--- config.mk ---
export PLATFORM = sky130hd
export DESIGN_NAME = reg_file_8x16
export DESIGN_NICKNAME = d
export VERILOG_FILES = /design/src/rtl/reg_file_8x16.sv
export SDC_FILE = /design/constraint.sdc
export NUM_CORES = 1
export LEC_CHECK = 0
export BUFFER_PORTS_ARGS = -buffer_cell sky130_fd_sc_hd__buf_2
export CORE_MARGIN = 3
export CORE_UTILIZATION = 45
export DETAILED_ROUTE_END_ITERATION = 10
export PLACE_DENSITY = 0.63
export SYNTH_ARGS = -nofsm -noshare
export SYNTH_HDL_FRONTEND = slang
export SYNTH_SLANG_ARGS = --single-unit
--- constraint.sdc ---
create_clock -name Clock -period 2.95 [get_ports Clock]
set_input_delay 0.295 -clock Clock [delete_from_list [all_inputs] [get_ports Clock]]
set_output_delay 0.295 -clock Clock [all_outputs]
set_load 0.03 [all_outputs]
--- src/rtl/reg_file_8x16.sv ---
// Register file with one write port and two registered read ports. Reads see a
// same-cycle write (bypass). SelError is a sticky flag for malformed select vectors.
module reg_file_8x16 #(
  parameter int WIDTH    = 16,
  parameter int NREGS    = 8,
  parameter int ZERO_REG = 0
) (
  input  logic             Clock,
  input  logic             Reset,
  input  logic [NREGS-1:0] Rs1,
  input  logic [NREGS-1:0] Rs2,
  input  logic [NREGS-1:0] Rw,
  input  logic             We,
  input  logic [WIDTH-1:0] WData,
  output logic [WIDTH-1:0] Rs1Data,
  output logic [WIDTH-1:0] Rs2Data,
  output logic             SelError
);

  logic [WIDTH-1:0] regs_q [NREGS];
  logic [WIDTH-1:0] regs_d [NREGS];
  logic [WIDTH-1:0] rs1_data_q, rs1_data_d;
  logic [WIDTH-1:0] rs2_data_q, rs2_data_d;
  logic             sel_error_q, sel_error_d;
  logic             wr_valid;

  function automatic logic is_onehot(input logic [NREGS-1:0] v);
    return (v != '0) && ((v & (v - NREGS'(1))) == '0);
  endfunction

  function automatic logic is_multihot(input logic [NREGS-1:0] v);
    return (v & (v - NREGS'(1))) != '0;
  endfunction

  // regs_d is the post-write view of the array, so selecting from it gives the bypass for free.
  function automatic logic [WIDTH-1:0] read_port(input logic [NREGS-1:0] sel,
                                                 input logic [WIDTH-1:0] view [NREGS]);
    logic [WIDTH-1:0] data;
    data = '0;
    for (int i = 0; i < NREGS; i++) begin
      if (sel[i]) data = data | view[i];
    end
    if (!is_onehot(sel)) data = '0;
    return data;
  endfunction

  assign wr_valid = We && is_onehot(Rw);

  always_comb begin
    // NOTE: every combinational output gets a default first so no path can infer a latch.
    regs_d = regs_q;
    for (int i = 0; i < NREGS; i++) begin
      if (wr_valid && Rw[i]) regs_d[i] = WData;
    end
    if (ZERO_REG != 0) regs_d[0] = '0;

    rs1_data_d  = read_port(Rs1, regs_d);
    rs2_data_d  = read_port(Rs2, regs_d);
    sel_error_d = sel_error_q
                | (We && !wr_valid)
                | is_multihot(Rs1)
                | is_multihot(Rs2);
  end

  always_ff @(posedge Clock) begin
    if (Reset) begin
      // NOTE: the array is a small flop bank that must read as zero after reset,
      // so it is cleared here rather than left to RAM-style uninitialised contents.
      for (int i = 0; i < NREGS; i++) regs_q[i] <= '0;
      rs1_data_q  <= '0;
      rs2_data_q  <= '0;
      sel_error_q <= 1'b0;
    end else begin
      regs_q      <= regs_d;
      rs1_data_q  <= rs1_data_d;
      rs2_data_q  <= rs2_data_d;
      sel_error_q <= sel_error_d;
    end
  end

  assign Rs1Data  = rs1_data_q;
  assign Rs2Data  = rs2_data_q;
  assign SelError = sel_error_q;

endmodule

==> results by group <==
Outcome
  • Outcome: finished, final reports clean

Die
  • Initial Util: 0.465
  • Row cnt: 49
  • Core area: 18300 µm²
  • Number of top-level pins: 76
  • Total die area: 20500 µm²
  • Die outline height: 143 µm
  • Die X: 143 µm

Final layout
  • FF/Latch Area: 3220 µm²
  • Multi-input gate area: 4760 µm²
  • Most frequent cells in the layout: dfxtp_1, nand2_1, buf_2
  • Fill count: 1698
  • Cell area after layout: 9590 µm²
  • Final Net Count: 1024
  • Share of post-route cells with drive strength above 1: 0.225
  • Layout area overhead: 13.0%
  • Most common cell after layout, fill and taps aside: dfxtp_1

Critical path
  • Crit path max-delay cell type: a2111oi_0
  • Arrival time at the worst endpoint: 2600 ps
  • Cell Chain, Critical Path: buf_2 > nor4_4 > buf_4 > nand3_4 > mux2_2 > a2111oi_0 > a31oi_1
  • Worst Setup Start Kind: input pin
  • Req. time, crit path: 3250 ps
  • Delay-heaviest family, CP: simple AND/OR/NAND/NOR gates
  • Crit. End Element: register
  • CP bufs+invs: 2
  • CP Class: input pin to register
  • Crit-path max FO: 16
  • CP peak stage delay: 550 ps

CTS
  • Total CTS buffers: 17
  • Clk root buf: clkbuf_16
  • Reg clk slew, reported paths: 60 ps
  • Clk Latency, worst-skew pair: 430 ps
  • Clock sinks: 161
  • CTS Hold Buffers Added: 0
  • CTS tree: built
  • Post-CTS Setup Inserts: 0
  • Post-cts resize count: 0
  • CTS H-Tree Depth: 4
  • Deepest clock path buffer count: 2

Power and ir drop
  • P_sw: 0.00122 W
  • Leakage: 3.85 nW
  • Logic pwr share: 0.073
  • Power density cells: 513 nW/µm²
  • Maximum VDD drop: 0.250 mV
  • P_int: 0.00370 W
  • Net Sw Frac: 0.248
  • Seq pwr share: 0.442
  • Clock power share: 0.484

GRT
  • Met3 Track Usage GR: 0.0749
  • Initial antenna violation count: 1
  • Met2 Track Usage GR: 0.411
  • Pin count of the biggest net entering global routing: 69
  • Vias in the first global route: 7337
  • Grt ovf: 0
  • First-pass GRT wire length: 44800 µm
  • M1 GR Usage: 0.423
  • Gr busiest metal: met1
  • Overall routing resource usage: 0.288

Logic synthesis
  • Commonest register cell after synthesis: dfxtp_1
  • YS warnings: 0
  • Post-Synthesis Cell Area: 8490 µm²
  • Mapped Cells: 956
  • Async S/R FF share, synth: 0
  • Mapped Nets: 999
  • EDFF count, synth: 0
  • Seq/Total Area, Yosys: 0.380
  • Library cells used by synthesis: 61
  • Synth Register Bits: 161
  • Syn Area/Cell: 8.88 µm²

Place
  • Dpl hpwl: 18900 µm
  • PortBufs: 75
  • GP Congestion: 0.861
  • Dpl cell area: 8970 µm²

STA
  • Worst Max-Slew Pin Slew: 1080 ps
  • RSZ-0062 raised after global routing: no
  • Tcrit/Tclk final: 0.781
  • Final Slew Violations: 0
  • Final setup fails: 0
  • Final Hold Fails: 0
  • Fin Setup TNS: 0 ps
  • Minimum clock period after layout: 2300 ps
  • Fmax achieved: 0.434 GHz
  • Setup Skew: 7.43 ps
  • Max_slew headroom: 0.272

Flow run
  • Max cap viols: 0

Routing
  • Vias: 7944
  • DRT iter0 DRCs: 1153
  • Routed Antenna Nets: 0
  • Post-DR wirelength/cell: 24.4 µm
  • Pre-antenna DRT Iters: 8
  • Final wirelength: 29800 µm
  • Residual DRC: 0
  • Vias per inst: 6.50

Worst hold path
  • Type of the most critical hold path: input pin to register
[flip-flops by register name (all words and copies together) (netlist names)]
register  flops
regs_q      128
Rs1Data      16
Rs2Data      16
SelError      1
[layout make-up]
| cell class | instances | share of cell area |
|---|---|---|
| Clock buffer | 19 | 0.0462 |
| Tap cell | 229 | 0.0299 |
| Inverter | 7 | 0.00274 |
| Multi-Input combinational cell | 682 | 0.496 |
| Antenna cell | 1 | 0.000261 |
| Sequential cell | 161 | 0.336 |
| Timing Repair Buffer | 112 | 0.0696 |
| Clock inverter | 12 | 0.0189 |
[tightest hold or removal path: stages]
cell	delay [ps]
buf_2	170
nand2_1	80
a21oi_1	50
[stage by stage]
stage                     instances  total power [W]   util  worst slack (ps)  hold WS, ps
after detailed placement       1191          0.00257  0.491               250          458
final                          1223          0.00492  0.525               645          223
after global routing           1223          0.00503  0.525               435          243
after global placement         1191          0.00257  0.491               242          450
after CTS                      1222          0.00492  0.525               700          207
after floorplan                 956          0.00243      -               775          440
[power groups by stage]
stage | Combinational, W | Sequential, W | Clock [W]
floorplan | 0.000200 | 0.00223 | 0
global placement | 0.000345 | 0.00223 | 0
detailed placement | 0.000345 | 0.00223 | 0
CTS | 0.000345 | 0.00218 | 0.00240
global route | 0.000374 | 0.00218 | 0.00248
finish | 0.000360 | 0.00218 | 0.00238
[synthesized netlist by cell type (all sizes together) (4+ instances only)]
master / instances / area, µm²
dfxtp: 161 / 3220
nand2: 111 / 417
clkbuf: 79 / 297
nor2b: 71 / 444
mux2: 70 / 788
nor2: 46 / 173
a21oi: 45 / 225
a31oi: 45 / 282
mux2i: 31 / 310
a22o: 28 / 245
and3: 28 / 175
buf: 27 / 179
a222oi: 19 / 190
nand4: 19 / 131
nand3: 18 / 103
and2: 16 / 100
o31ai: 16 / 120
a2bb2oi: 15 / 131
o2111ai: 15 / 131
a2111oi: 14 / 123
o41a: 14 / 158
inv: 7 / 26.3
nor3: 7 / 51.3
o21ai: 5 / 25.0
a21boi: 4 / 30.0
a22oi: 4 / 30.0
nor3b: 4 / 46.3
[cells by family after synthesis]
logic type      Yosys count  synth area share
flops                   161             0.380
compound gates          239             0.215
mux                     101             0.129
simple gates            337             0.211
xor+xnor                  3           0.00310
fa+ha+maj                 2           0.00236
buf+inv                 113            0.0591
[final timing paths]
kind	start	to	slack, ps	cells past startpoint
min reg2reg	regs_q[41]	regs_q[41]	460	2
min	WData[5]	regs_q[53]	220	3
max reg2reg	regs_q[126]	Rs2Data[14]	1520	4
max	Rw[5]	Rs1Data[12]	650	7
[per-layer routing]
| layer | wire [µm] | vias to the layer above |
|---|---|---|
| met1 | 13500 | 3819 |
| met5 | 0 | - |
| li1 | - | 3589 |
| met4 | 856 | 0 |
| met2 | 12500 | 466 |
| met3 | 3040 | 70 |
Note: power is estimated with default switching activity, not from simulation.
